[src/rtl/match_dp_pkg.sv]
// match_dp_pkg: shared state encoding and default constants for match_datapath
package match_dp_pkg;
    typedef enum logic [1:0] {IDLE, LOAD_B, OUT_LD, WAIT} state_t;
    localparam int DEF_MATCH = 5;
    localparam int DEF_HIT = 8;
    localparam int DEF_MISS = 13;
endpackage

[src/rtl/match_dp_ctrl.sv]
// match_dp_ctrl: sequencing FSM issuing the load strobes for the A/B datapath
module match_dp_ctrl
    import match_dp_pkg::*;
(
    input  logic clock,
    input  logic reset_n,
    input  logic in_valid,
    input  logic out_ready,
    input  logic a_status,
    output logic in_ready,
    output logic out_valid,
    output logic busy,
    output logic a_load,
    output logic b_load,
    output logic mux_sel,
    output logic out_load,
    output logic cnt_inc
);
    state_t state, state_nxt;
    // state register
    always_ff @(posedge clock or negedge reset_n)
        if (!reset_n) state <= IDLE;
        else state <= state_nxt;
    // next state and per-state strobes
    always_comb begin
        state_nxt = state;
        in_ready  = 1'b0;
        out_valid = 1'b0;
        a_load    = 1'b0;
        b_load    = 1'b0;
        out_load  = 1'b0;
        cnt_inc   = 1'b0;
        case (state)
            IDLE: begin
                in_ready = 1'b1;
                a_load   = in_valid;
                if (in_valid) state_nxt = LOAD_B;
            end
            LOAD_B: begin
                b_load    = 1'b1;
                state_nxt = OUT_LD;
            end
            OUT_LD: begin
                out_load  = 1'b1;
                cnt_inc   = a_status;
                state_nxt = WAIT;
            end
            WAIT: begin
                out_valid = 1'b1;
                if (out_ready) state_nxt = IDLE;
            end
            default: state_nxt = IDLE;
        endcase
        busy    = state != IDLE;
        mux_sel = a_status;
    end
endmodule

[src/rtl/match_datapath.sv]
// match_datapath: A/B register datapath with match detect, handshakes and hit counter
module match_datapath
    import match_dp_pkg::*;
#(
    parameter int WIDTH      = 4,
    parameter int MATCH_VAL  = DEF_MATCH,
    parameter int CONST_HIT  = DEF_HIT,
    parameter int CONST_MISS = DEF_MISS,
    parameter int CNT_WIDTH  = 8
) (
    input  logic                 clock,
    input  logic                 reset_n,
    input  logic                 in_valid,
    output logic                 in_ready,
    input  logic [WIDTH-1:0]     din_a,
    output logic                 out_valid,
    input  logic                 out_ready,
    output logic [WIDTH-1:0]     dout_b,
    output logic                 a_status,
    output logic [CNT_WIDTH-1:0] hit_count,
    input  logic                 clr_count,
    output logic                 busy
);
    localparam logic [WIDTH-1:0] MATCH_W = WIDTH'(MATCH_VAL);
    localparam logic [WIDTH-1:0] HIT_W   = WIDTH'(CONST_HIT);
    localparam logic [WIDTH-1:0] MISS_W  = WIDTH'(CONST_MISS);
    logic [WIDTH-1:0] a_q, b_q;
    logic a_load, b_load, mux_sel, out_load, cnt_inc;
    assign a_status = a_q == MATCH_W;
    match_dp_ctrl u_ctrl (
        .clock    (clock),
        .reset_n  (reset_n),
        .in_valid (in_valid),
        .out_ready(out_ready),
        .a_status (a_status),
        .in_ready (in_ready),
        .out_valid(out_valid),
        .busy     (busy),
        .a_load   (a_load),
        .b_load   (b_load),
        .mux_sel  (mux_sel),
        .out_load (out_load),
        .cnt_inc  (cnt_inc)
    );
    // operand, result and saturating hit counter registers; clear beats increment
    always_ff @(posedge clock or negedge reset_n)
        if (!reset_n) begin
            a_q       <= '0;
            b_q       <= '0;
            dout_b    <= '0;
            hit_count <= '0;
        end else begin
            if (a_load) a_q <= din_a;
            if (b_load) b_q <= mux_sel ? HIT_W : MISS_W;
            if (out_load) dout_b <= b_q;
            if (clr_count) hit_count <= '0;
            else if (cnt_inc && hit_count != '1) hit_count <= hit_count + CNT_WIDTH'(1);
        end
endmodule

[config.mk]
export PLATFORM = sky130hd
export DESIGN_NAME = match_datapath
export DESIGN_NICKNAME = d
export VERILOG_FILES = /design/src/rtl/match_dp_pkg.sv /design/src/rtl/match_dp_ctrl.sv /design/src/rtl/match_datapath.sv
export SDC_FILE = /design/constraint.sdc
export NUM_CORES = 1
export LEC_CHECK = 0
export ABC_CLOCK_PERIOD_IN_PS = 2150
export BUFFER_PORTS_ARGS = -buffer_cell sky130_fd_sc_hd__buf_2
export CAP_MARGIN = 20
export CORE_ASPECT_RATIO = 0.9
export CORE_MARGIN = 4
export CORE_UTILIZATION = 45
export DETAILED_ROUTE_END_ITERATION = 12
export GPL_TIMING_DRIVEN = 0
export PLACE_DENSITY_LB_ADDON = 0.25
export SLEW_MARGIN = 20
export SYNTH_ARGS = -nofsm -noshare
export SYNTH_HDL_FRONTEND = slang
export SYNTH_HIERARCHICAL = 1
export SYNTH_SLANG_ARGS = --single-unit
[constraint.sdc]
create_clock -name clock -period 2.15 [get_ports clock]
set_input_delay 0.43 -clock clock [delete_from_list [all_inputs] [get_ports clock]]
set_output_delay 0.43 -clock clock [all_outputs]
set_load 0.005 [all_outputs]
# --- Yosys cells after proc, flatten, opt, wreduce, memory -nomap -nowiden ---
# Cells that the tools add are included.
word_totals:
  in_bits: 9
  output_inout_bits: 16
  regBits: 22
  word_cells: 30
classes:
  n_reduce_logical: 5
  n_eq_ne: 7
  muxes: 12
  n_addsub: 1
ops:
  columns: ["op", "n"]
  rows:
  - ["two-way mux 8 bit", 2]
  - ["adder 8 x 1 -> 8 bit (second input constant)", 1]
  - ["!= test 8 bit (second input constant)", 1]
  - ["one-hot mux 2 bit (4 select lines)", 1]
  - ["two-way mux 1 bit", 6]
  - ["equality test 2 bit (second input constant)", 2]
  - ["equality test 4 x 3 -> 1 bit (second input constant)", 1]
  - ["two-way mux 2 bit", 2]
  - ["!= test 2 bit (second input constant)", 2]
  - ["nonzero test 2 bit", 2]
  - ["two-way mux 3 bit", 1]
  - ["equality test 2 x 1 -> 1 bit (second input constant)", 1]
  - ["logical NOT 2 bit", 1]
  - ["AND reduction 2 bit", 1]
  - ["logical AND 1 bit", 1]

# --- Logic depth before layout (Yosys ltp) ---
depth:
  depth_word: 5
  ltp_mapped: 7
  depth_no_buf: 6

# --- Modules after synthesis ---
# Netlist, hierarchy kept.
by_module_without_submodules:
  columns: ["mod", "cells_per_inst", "n_inst", "area_per_inst_um2", "seq_area_each_um2"]
  rows:
  - ["match_datapath", 70, 1, 780.7, 400.4]
  - ["match_dp_ctrl", 18, 1, 193.9, 50.0]

# --- Worst setup path before layout ---
# No wires, ideal clock.
synth_timing:
  kind: "register to register"
  startpoint: "register a_q[1]"
  endpoint: "register hit_count[7]"
  t_required_ps: 2056
  synth_period_minus_slack_ps: 1848
  arrival_ps: 1754
  slack_ps: 302
  stages_incl_launch_ff: 7
  setup_ps: 94
  path_cell_list: "dfrtp_1 nor4bb_1 and2_1 buf_2 nand3_1 or3_1 a211oi_1"
synth_between:
  elab_chain_cells: 4
synth_rtl:
  columns: ["element", "line", "rtl"]
  rows:
  - ["from (decl)", "match_datapath.sv:27", "logic [WIDTH-1:0] a_q, b_q;"]
  - ["from (signal assigned)", "match_datapath.sv:53", "if (a_load) a_q <= din_a;"]
  - ["equality test 4 x 3 -> 1 bit", "match_datapath.sv:29", "assign a_status = a_q == MATCH_W;"]
  - ["net a_status", "match_datapath.sv:19", "output logic a_status,"]
  - ["two-way mux 1 bit", "match_dp_ctrl.sv:33", "case (state)"]
  - ["net cnt_inc", "match_datapath.sv:28", "logic a_load, b_load, mux_sel, out_load, cnt_inc;"]
  - ["logical AND 1 bit", "match_datapath.sv:57", "else if (cnt_inc && hit_count != '1) hit_count <= hit_count + CNT_WIDTH'(1);"]
  - ["nonzero test 2 bit (no line)", null, null]
  - ["to (signal assigned)", "match_datapath.sv:57", null]
  - ["to (decl)", "match_datapath.sv:20", "output logic [CNT_WIDTH-1:0] hit_count,"]
# The timed path passes the listed nets, and every way through them passes these cells.
# A chain may end at the register's enable or synchronous reset.

# --- Worst setup path after layout ---
layout_timing:
  startpoint: "register a_q[1]"
  endpoint: "register hit_count[7]"
layout_between:
  elab_chain_cells: 4
layout_rtl:
  columns: ["element", "line"]
  rows:
  - ["equality test 4 x 3 -> 1 bit", "match_datapath.sv:29"]
  - ["two-way mux 1 bit", "match_dp_ctrl.sv:33"]
  - ["net cnt_inc", "match_datapath.sv:28"]
  - ["logical AND 1 bit", "match_datapath.sv:57"]
  - ["nonzero test 2 bit (no line)", null]
# The timed path passes the listed nets, and every way through them passes these cells.

==> results by group <==
Synth
  – Top cell type's share of synthesized area: 0.462
  – Unique masters post-synth: 37
  – Dominant cell by count in the synthesized netlist: sky130_fd_sc_hd__dfrtp_1
  – Area of the mapped netlist: 975 µm²
  – Post-synth net total: 103
  – Most frequent cells after synthesis: 18 x sky130_fd_sc_hd__dfrtp_1, 8 x sky130_fd_sc_hd__mux2_2, 7 x sky130_fd_sc_hd__inv_1
  – Share of flip-flops with an asynchronous set or reset: 1.00
  – Per-instance average area after synthesis: 11.1 µm²
  – Number of cells produced by synthesis: 88
  – Ranking of synthesized cells by area: sky130_fd_sc_hd__dfrtp_1 46%, sky130_fd_sc_hd__mux2_2 9.2%, sky130_fd_sc_hd__ha_1 7.7%, sky130_fd_sc_hd__inv_1 2.7%, sky130_fd_sc_hd__buf_4 2.3%
  – Count of synthesis-stage warnings from yosys: 6
  – Portion of the post-synthesis area used by sequential elements: 0.462
  – Area leader, netlist: sky130_fd_sc_hd__dfrtp_1
  – Number of enable flip-flop cells after synthesis: 0
  – Synthesized flop and latch total: 18
  – Top_reg_cell synth: sky130_fd_sc_hd__dfrtp_1

Worst setup path
  – Worst setup startpoint: a_q[1]$_DFFE_PN0P_
  – Crit-path leading delay family: simple AND/OR/NAND/NOR gates
  – Setup Crit Path Kind: reg -> reg
  – Cell with the largest stage delay on the worst path: sky130_fd_sc_hd__nor4bb_2
  – Arrival @ worst endpoint: 2.24 ns
  – Type of origin of the critical path: register
  – Data required time of the worst path: 2.35 ns
  – Slowest cell delay on critical path: 0.46 ns
  – Startpoint of the worst register-to-register path: a_q[1]$_DFFE_PN0P_
  – Setup crit end kind: register
  – Crit-path cells: nor4bb_2, and2_1, buf_2, nand3_1, or3_1, a211oi_1
  – Highest net fanout along the worst path: 9
  – Critical path buffers and inverters: 1

STA
  – Tightest hold margin: 0.0505 ns
  – Fin Clk Skew: 0.00987 ns
  – Period utilization: 0.946
  – Max Clk Rate: 492 MHz
  – Setup TNS: 0 ns
  – Max-slew violations: 0
  – Final hold violation count: 0
  – Final critical delay including setup and external delays: 2.03 ns
  – Setup-violating endpoint count in the final report: 0

Clocking
  – TritonCTS Buffers: 3
  – Clock slew at reported path FFs: 0.10 ns
  – CTS tree: done
  – Quantity of hold-fixing buffers added after cts: 0
  – Buffer type at the clock tree root: sky130_fd_sc_hd__clkbuf_4
  – TritonCTS sink count: 18
  – H-Tree Level Count: 1
  – Post-CTS repair timing setup buffer count: 0
  – Latest clock arrival within the worst-skew pair: 0.29 ns
  – Deepest clock path buffer count: 2

Detailed routing
  – Top metal layer carrying routed signals: met4
  – Routed WL: 1.78 mm
  – Wire length on met2: 856 µm
  – Post-route antenna net violation count: 0
  – Drt pass-1 iters: 4
  – Wire per inst: 12.7 µm
  – Routed length on met1: 765 µm
  – Violation count after the first detailed-routing iteration: 7
  – Detailed route wirelength on metal3: 147 µm
  – Vias: 721
  – Number of DRC violations after detailed routing: 0
  – Vias per std cell: 5.15

Global routing
  – Global-route wire length before repair: 2.86 mm
  – Total grt overflow: 0
  – Largest net degree at the start of global routing: 19
  – Number of global-route vias before repair: 678
  – Initial antenna violation count: 0
  – GR Util All Layers: 0.125

Final layout
  – Total Nets Final: 131
  – Filler instances: 200
  – Filler-free cell count of the finished design: 140
  – Inserted Diodes: 0
  – Layout cell share with drive strength beyond 1: 0.409
  – Non-Filler Cell Area, Final: 1160 µm²
  – Layout Area Growth over Synthesis: 19.4%

Floorplan
  – Die Height: 52.2 µm
  – Top-Level Pins: 25
  – Die Span X: 57.1 µm
  – Cell Rows: 15
  – Core area: 1990 µm²
  – Initial Util: 0.490
  – Area of the die: 2980 µm²

Place
  – # port buffers: 23
  – Routability-driven placement congestion ratio: 0.821
  – Post-DP HPWL: 1.32 mm
  – Post-place instance area: 1120 µm²
  – Number of cells in the design after placement: 136

Worst hold path
  – Class of the tightest hold or removal check: in -> async

Pwr
  – Highest ir drop seen on vdd: 0.577 mV
  – Power per unit of standard cell area: 886 nW/µm²
  – Leakage power: 0.555 nW

Flow run
  – Maximum Capacitance Violations: 0

Outcome
  – Status: finished clean
## flip-flops by register name, indices dropped and copies added, names as in the netlist
| register | count |
|---|---|
| a_q | 4 |
| b_q | 2 |
| dout_b | 2 |
| hit_count | 8 |
| u_ctrl/state | 2 |
## cells by family (layout without fill, tap and decap cells)
group | Yosys count | after routing | synth area share
simple gates | 29 | 29 | 0.189
flops | 18 | 18 | 0.462
buf+inv | 12 | 39 | 0.0590
compound gates | 11 | 11 | 0.0809
mux | 11 | 11 | 0.128
fa+ha+maj | 6 | 6 | 0.0770
other cells | 1 | 1 | 0.00385
## worst paths after layout
kind,end,slack [ns],cells after the start
min in group clock,a_q[0]$_DFFE_PN0P_,0.36,2
hold reg to reg,b_q[3]$_DFFE_PN0P_,0.47,1
hold / removal,u_ctrl/state[1]$_DFFE_PN0P_,0.05,1
setup / recovery,hit_count[7]$_DFFE_PN0P_,0.12,6
setup reg to reg,hit_count[7]$_DFFE_PN0P_,0.12,6
max in group asynchronous,u_ctrl/state[0]$_DFFE_PN0P_,1.81,1
## worst register-to-register path, cell delays in order, from the launching register on
cell,delay (ns)
sky130_fd_sc_hd__dfrtp_1,0.41
sky130_fd_sc_hd__nor4bb_2,0.46
sky130_fd_sc_hd__and2_1,0.18
sky130_fd_sc_hd__buf_2,0.18
sky130_fd_sc_hd__nand3_1,0.16
sky130_fd_sc_hd__or3_1,0.33
sky130_fd_sc_hd__a211oi_1,0.22
## cell type report
cell class,instances,area [µm²],share of cell area
multi-input cells,58,473,0.406
well taps,25,31.3,0.0269
clock buffers,4,36.3,0.0312
flip-flops and latches,18,450,0.387
inverters,7,26.3,0.0226
plain buffers,5,31.3,0.0269
repair buffers,23,115,0.0989
## cell usage in the layout (no fill, tap or decap), types with 4 or more instances in the layout
| master | n |
|---|---|
| sky130_fd_sc_hd__ha_1 | 6 |
| sky130_fd_sc_hd__dfrtp_1 | 18 |
| sky130_fd_sc_hd__inv_1 | 7 |
| sky130_fd_sc_hd__nor3_1 | 4 |
| sky130_fd_sc_hd__buf_2 | 24 |
| sky130_fd_sc_hd__mux2_2 | 8 |
## what timing repair did
action	4_1_cts	5_1_grt
endpoints found under the setup margin	0	4
gates resized for setup	0	1
endpoints found under the hold margin	0	0
## per-stage QoR
step	utilization	worst slack, ns	power (mW)
after floorplan	-	0.302	0.725
after global placement	0.564	0.164	0.814
after detailed placement	0.564	0.0325	0.826
after CTS	0.582	0.0247	1.04
after global routing	0.585	-0.0518	1.11
final	0.585	0.116	1.03
## where the power goes
| group | internal, mW | switching, mW |
|---|---|---|
| Sequential | 0.413 | 0.0569 |
| Combinational | 0.211 | 0.145 |
| Clock | 0.103 | 0.101 |
## layer usage
metal / vias to the layer above / GRT usage
met5: - / 0
met4: 0 / 0.0116
li1: 361 / -
met1: 336 / 0.159
met2: 22 / 0.207
met3: 2 / 0.0521
Note: power is estimated with default switching activity, not from simulation.
